<file path="config.mk">
export PLATFORM = sky130hd
export DESIGN_NAME = fsfifo_ctl
export DESIGN_NICKNAME = d
export VERILOG_FILES = /design/src/rtl/fifo_pkg.sv /design/src/rtl/fifo_ram.sv /design/src/rtl/fsfifo_ctl.sv
export SDC_FILE = /design/constraint.sdc
export NUM_CORES = 1
export LEC_CHECK = 0
export ABC_AREA = 1
export ABC_CLOCK_PERIOD_IN_PS = 2760
export CAP_MARGIN = 10
export CORE_UTILIZATION = 55
export CTS_CLUSTER_SIZE = 40
export DETAILED_ROUTE_END_ITERATION = 8
export PLACE_DENSITY = 0.82
export SLEW_MARGIN = 20
export SYNTH_ARGS = -nofsm -noshare
export SYNTH_HDL_FRONTEND = slang
export SYNTH_SLANG_ARGS = --single-unit
</file>
<file path="constraint.sdc">
create_clock -name clk_i -period 2.76 [get_ports clk_i]
set_input_delay 0.69 -clock clk_i [delete_from_list [all_inputs] [get_ports clk_i]]
set_output_delay 0.69 -clock clk_i [all_outputs]
set_load 0.005 [all_outputs]
</file>
<file path="src/rtl/fifo_pkg.sv">
// Shared definitions for the bridge-datapath FIFOs: read-mode selectors,
// FWFT output-stage state encodings and an elaboration-time depth check.
package fifo_pkg;

    localparam int FIFO_MODE_STD  = 0;
    localparam int FIFO_MODE_FWFT = 1;

    typedef enum logic [1:0] {
        FWFT_EMPTY  = 2'd0,
        FWFT_HEAD   = 2'd1,
        FWFT_STREAM = 2'd2
    } fwft_state_t;

    function automatic bit is_pow2_depth(input int n);
        return (n >= 2) && ((n & (n - 1)) == 0);
    endfunction

endpackage

</file>
<file path="src/rtl/fifo_ram.sv">
// Simple dual-port RAM: one synchronous write port and one synchronous read
// port with read enable; the read register holds its value while re is low.
module fifo_ram #(
    parameter int WIDTH = 32,
    parameter int DEPTH = 16,
    parameter int AW    = $clog2(DEPTH)
) (
    input  logic             clk_i,
    input  logic             we,
    input  logic [AW-1:0]    waddr,
    input  logic [WIDTH-1:0] wdata,
    input  logic             re,
    input  logic [AW-1:0]    raddr,
    output logic [WIDTH-1:0] rdata
);

    // NOTE: the array and its read register carry no reset so they map onto
    // block RAM; control logic around it guarantees stale words are never used.
    logic [WIDTH-1:0] mem [DEPTH];

    always_ff @(posedge clk_i) begin
        if (we) begin
            mem[waddr] <= wdata;
        end
    end

    always_ff @(posedge clk_i) begin
        if (re) begin
            rdata <= mem[raddr];
        end
    end

endmodule

</file>
<file path="src/rtl/fsfifo_ctl.sv">
// Single-clock FIFO with selectable standard / first-word-fall-through read,
// run-time almost flags and sticky overflow/underflow error flags.
module fsfifo_ctl
    import fifo_pkg::*;
#(
    parameter  int WIDTH = 32,
    parameter  int DEPTH = 16,
    parameter  int FWFT  = FIFO_MODE_STD,
    localparam int AW    = $clog2(DEPTH)
) (
    input  logic             clk_i,
    input  logic             reset_i,
    input  logic             wr_i,
    input  logic [WIDTH-1:0] wr_data_i,
    input  logic             rd_i,
    output logic [WIDTH-1:0] rd_data_o,
    output logic             rd_valid_o,
    output logic             full_o,
    output logic             empty_o,
    output logic [AW:0]      filled_o,
    input  logic [AW:0]      afull_thresh_i,
    input  logic [AW:0]      aempty_thresh_i,
    output logic             almost_full_o,
    output logic             almost_empty_o,
    output logic             overflow_o,
    output logic             underflow_o,
    input  logic             clear_err_i
);

    if (!is_pow2_depth(DEPTH)) begin : g_bad_depth
        $error("fsfifo_ctl: DEPTH must be a power of two and at least 2");
    end
    if (FWFT != FIFO_MODE_STD && FWFT != FIFO_MODE_FWFT) begin : g_bad_mode
        $error("fsfifo_ctl: FWFT must be 0 or 1");
    end

    localparam logic [AW:0] CAP = (AW + 1)'(DEPTH);

    logic [AW:0]      wr_ptr, rd_ptr, rd_ptr_nxt, count, ram_used;
    logic             wr_acc, rd_acc;
    logic             ram_we, ram_rd_adv, ram_re;
    logic [WIDTH-1:0] ram_q, fwd_data, head_src;
    logic             fwd_sel;
    fwft_state_t      state;

    assign full_o         = (count == CAP);
    assign empty_o        = (count == '0);
    assign filled_o       = count;
    assign almost_full_o  = (count >= afull_thresh_i);
    assign almost_empty_o = (count <= aempty_thresh_i);

    assign wr_acc   = wr_i && !full_o;
    assign rd_acc   = rd_i && !empty_o;
    assign ram_used = wr_ptr - rd_ptr;

    // NOTE: every output of a combinational block gets a default first so no
    // path can leave it unassigned and infer a latch.
    always_comb begin
        ram_we     = wr_acc;
        ram_rd_adv = rd_acc;
        if (FWFT == FIFO_MODE_FWFT) begin
            ram_we     = wr_acc && !((state == FWFT_EMPTY) ||
                                     (state == FWFT_HEAD && rd_acc));
            ram_rd_adv = rd_acc && (state == FWFT_STREAM);
        end
    end

    // The RAM is addressed one step ahead, so its output always shows the
    // current head word; a write landing on that address is forwarded instead.
    assign rd_ptr_nxt = ram_rd_adv ? rd_ptr + 1'b1 : rd_ptr;
    assign ram_re     = ram_we || ram_rd_adv;
    assign head_src   = fwd_sel ? fwd_data : ram_q;

    fifo_ram #(
        .WIDTH (WIDTH),
        .DEPTH (DEPTH),
        .AW    (AW)
    ) u_ram (
        .clk_i (clk_i),
        .we    (ram_we),
        .waddr (wr_ptr[AW-1:0]),
        .wdata (wr_data_i),
        .re    (ram_re),
        .raddr (rd_ptr_nxt[AW-1:0]),
        .rdata (ram_q)
    );

    // NOTE: sequential state uses non-blocking assignments so every register
    // samples pre-edge values regardless of block evaluation order.
    always_ff @(posedge clk_i) begin
        if (reset_i) begin
            wr_ptr      <= '0;
            rd_ptr      <= '0;
            count       <= '0;
            fwd_sel     <= 1'b0;
            overflow_o  <= 1'b0;
            underflow_o <= 1'b0;
        end else begin
            if (ram_we)     wr_ptr <= wr_ptr + 1'b1;
            rd_ptr <= rd_ptr_nxt;
            if (wr_acc && !rd_acc)      count <= count + 1'b1;
            else if (!wr_acc && rd_acc) count <= count - 1'b1;
            if (ram_re) begin
                fwd_sel <= ram_we && (wr_ptr[AW-1:0] == rd_ptr_nxt[AW-1:0]);
            end
            if (clear_err_i) begin
                overflow_o  <= 1'b0;
                underflow_o <= 1'b0;
            end else begin
                if (wr_i && full_o)  overflow_o  <= 1'b1;
                if (rd_i && empty_o) underflow_o <= 1'b1;
            end
        end
    end

    always_ff @(posedge clk_i) begin
        if (ram_re) begin
            fwd_data <= wr_data_i;
        end
    end

    always_ff @(posedge clk_i) begin
        if (reset_i) begin
            state      <= FWFT_EMPTY;
            rd_data_o  <= '0;
            rd_valid_o <= 1'b0;
        end else if (FWFT == FIFO_MODE_FWFT) begin
            case (state)
                FWFT_EMPTY: begin
                    if (wr_acc) begin
                        rd_data_o  <= wr_data_i;
                        rd_valid_o <= 1'b1;
                        state      <= FWFT_HEAD;
                    end
                end
                FWFT_HEAD: begin
                    if (rd_acc && wr_acc) begin
                        rd_data_o <= wr_data_i;
                    end else if (rd_acc) begin
                        rd_valid_o <= 1'b0;
                        state      <= FWFT_EMPTY;
                    end else if (wr_acc) begin
                        state <= FWFT_STREAM;
                    end
                end
                FWFT_STREAM: begin
                    if (rd_acc) begin
                        rd_data_o <= head_src;
                        if (!wr_acc && ram_used == (AW + 1)'(1)) begin
                            state <= FWFT_HEAD;
                        end
                    end
                end
                default: begin
                    state      <= FWFT_EMPTY;
                    rd_valid_o <= 1'b0;
                end
            endcase
        end else begin
            rd_valid_o <= rd_acc;
            if (rd_acc) begin
                rd_data_o <= head_src;
            end
        end
    end

endmodule

</file>
==> results.ini <==
[status]
status = complete, no violations

[pwr]
swShare_pct = 34.4
p_int_mw = 20.0
total_power_mw = 30.5
power_frac_clock_pct = 28.2
pwr-share-comb_pct = 33.6
p_seq_share_pct = 38.2
netSwitchingPower_mw = 10.5
max-vdd-ir-drop_mv = 0.611
p_leak_nw = 12.5
p_per_area_nw_per_um2 = 979

[clock_network]
clk_pin_slew_ns = 0.06
clockBufferDepth = 3
cts.sinks = 625
clockRootBuffer = clkbuf_16
cts_tree = yes
htree_levels = 2
clk_latency_ns = 0.64
cts_buffers = 60

[global_routing]
antenna_found_initial = 2
grt_usage_pct = 28.3
grt-ovfl-total = 0
grt_max_degree = 65
grt_pass1_wl_um = 106000
grt_pass1_vias = 19000

[placed_design]
portBuffers = 90
post-place-ws_ns = -0.345
place_congestion = 0.879
dp.cells = 3084
dp_hpwl_um = 38400
placedInstanceArea_um2 = 29000

[die]
pin_count = 91
die_height_um = 221
core_area_um2 = 47000
die_w_um = 221
initial_core_util_pct = 56.1
die_area_um2 = 48800
num_rows = 79

[timing]
max_freq_ghz = 0.366
finalHoldViolCount = 0
rsz0062_at_grt = yes
period_share_pct = 98.9
relSlewSlack_pct = 55.0
setup_ws_ns = 0.0296
period_needed_ns = 2.73
tightest_slew_ns = 0.674
final-setup-viol-count = 0
drv_slew = 0
whs_ns = 0.481
final.setup.tns_ns = 0
skew_ns = 0.0279

[route]
met1_length_um = 25400
drt_wl_total_um = 69700
ant_nets = 0
drc_errors = 0
wl_met2_um = 33800
vias_per_cell = 5.98
via_count = 19100
met3_length_um = 7300
wl_per_cell_um = 21.8
routed.top_layer = met5
first_pass_iters = 6
drt_iter0_drc = 2645

[logic_synthesis]
syn_nets = 2492
yosys_warnings = 0
synth_cell_types = 31
syn_inst = 2424
synth-edff-count = 576
ys.flop_type = edfxtp_1
postSynth.asyncResetShare_pct = 0
netlist_area_um2 = 26400
yosysSeqAreaShare_pct = 69.3
ys_ff_latch = 625
avgSynthCellArea_um2 = 10.9

[critical_path]
crit_fanout = 3
crit_required_ns = 2.07
cp_cell_sequence = clkdlybuf4s50_1 > inv_1 > ha_4 > a21oi_2 > o21ai_0 > o22ai_1 > buf_2
crit_type = in2out
crit_slowest_cell = clkdlybuf4s50_1
cp_slowest_stage_delay_ns = 0.47
critical_path_arrival_ns = 2.04
crit_path_start_kind = input port
setup.worst_path.end_class = output port

[cells_and_area]
final_area_um2 = 31200
diodes = 0
final_util_pct = 66.4
syn2layout_area_growth_pct = 18.2
drive_gt1_share_pct = 10.1
final_nets = 2609
fill_cells = 3122
fin_cells = 3200

[worst_hold_path]
hp-class = reg2reg

[run]
drv_cap = 0

## worst max-delay path, delay by kind of cell
family          cells  cell delay [ns]
buf+inv             3             0.71
fa+ha+maj           1             0.23
compound gates      3             0.41
## final cells by class
type | count | area, um2 | share of cell area (%)
Timing Repair Buffer | 204 | 2510 | 8.06
Multi-Input combinational cell | 1454 | 6790 | 21.8
Sequential cell | 625 | 18300 | 58.7
Clock buffer | 80 | 1690 | 5.41
Tap cell | 607 | 759 | 2.44
Inverter | 196 | 742 | 2.38
Clock inverter | 34 | 400 | 1.28
## cells in the final DEF, fill, tap and decap left out, types with 6 or more instances in the layout
cell type,n
nor2_4,16
nand2_1,701
clkinv_1,6
clkdlybuf4s50_1,85
ha_1,15
clkinv_2,16
buf_12,61
edfxtp_1,576
a21oi_1,75
bufinv_16,8
nor2_1,50
o21ai_0,40
clkbuf_1,10
inv_1,189
dfxtp_1,45
nand3_1,522
clkbuf_16,61
clkbuf_8,9
buf_4,53
## cells by family after synthesis
family	after synthesis	synth area share, %
AND/OR/NAND/NOR	1305	21.3
flip-flops	625	69.3
buffers and inverters	345	5.82
XOR/XNOR	5	0.166
AO/OA/AOI/OAI	123	2.38
adder cells (fa/ha/maj)	21	1.03
## power by group through the flow
stage / clock (mW) / sequential [mW] / combinational [mW]
2_1_floorplan: 0 / 11.8 / 6.30
3_3_place_gp: 0 / 11.8 / 9.50
3_5_place_dp: 0 / 11.8 / 9.85
4_1_cts: 8.65 / 11.6 / 10.0
5_1_grt: 9.02 / 11.7 / 11.2
6_report: 8.59 / 11.7 / 10.3
## what timing repair did
| item | CTS | global route |
|---|---|---|
| setup endpoints to repair | 2 | 3 |
| cloned | 0 | 0 |
| gates resized for setup | 10 | 16 |
| hold buffers | 0 | 0 |
| pin swaps | 4 | 7 |
| buffers inserted | 0 | 2 |
## cells in the mapped netlist (4+ instances only)
cell type | instances | area share [%]
a21oi_1 | 78 | 1.5
buf_1 | 4 | 0.057
buf_2 | 88 | 1.7
buf_4 | 10 | 0.28
buf_6 | 12 | 0.51
clkbuf_1 | 34 | 0.48
dfxtp_1 | 49 | 3.7
edfxtp_1 | 576 | 66
ha_1 | 20 | 0.95
inv_1 | 192 | 2.7
nand2_1 | 705 | 10
nand3_1 | 522 | 9.9
nor2_1 | 66 | 0.94
o21ai_0 | 40 | 0.76
## flip-flops by register name (all words and copies together) (netlist names)
signal / count
underflow_o: 1
u_ram.mem: 512
u_ram.rdata: 32
overflow_o: 1
rd_valid_o: 1
fwd_data: 32
wr_ptr: 4
fwd_sel: 1
rd_data_o: 32
rd_ptr: 4
filled_o: 5
## routing by layer
| layer | track usage, % | up-vias |
|---|---|---|
| met2 | 46.7 | 1268 |
| li1 | - | 8511 |
| met3 | 5.74 | 259 |
| met1 | 35.7 | 9088 |
| met4 | 14.1 | 2 |
| met5 | 0 | - |
## path summary, 6_finish.rpt
| check | slack (ns) | to | from | cells after the start |
|---|---|---|---|---|
| hold / removal | 0.48 | overflow_o | overflow_o | 2 |
| setup reg to reg | 0.34 | filled_o[3] | filled_o[1] | 14 |
| hold reg to reg | 0.48 | overflow_o | overflow_o | 2 |
| setup / recovery | 0.03 | almost_empty_o | aempty_thresh_i[2] | 7 |
Note: power is estimated with default switching activity, not from simulation.
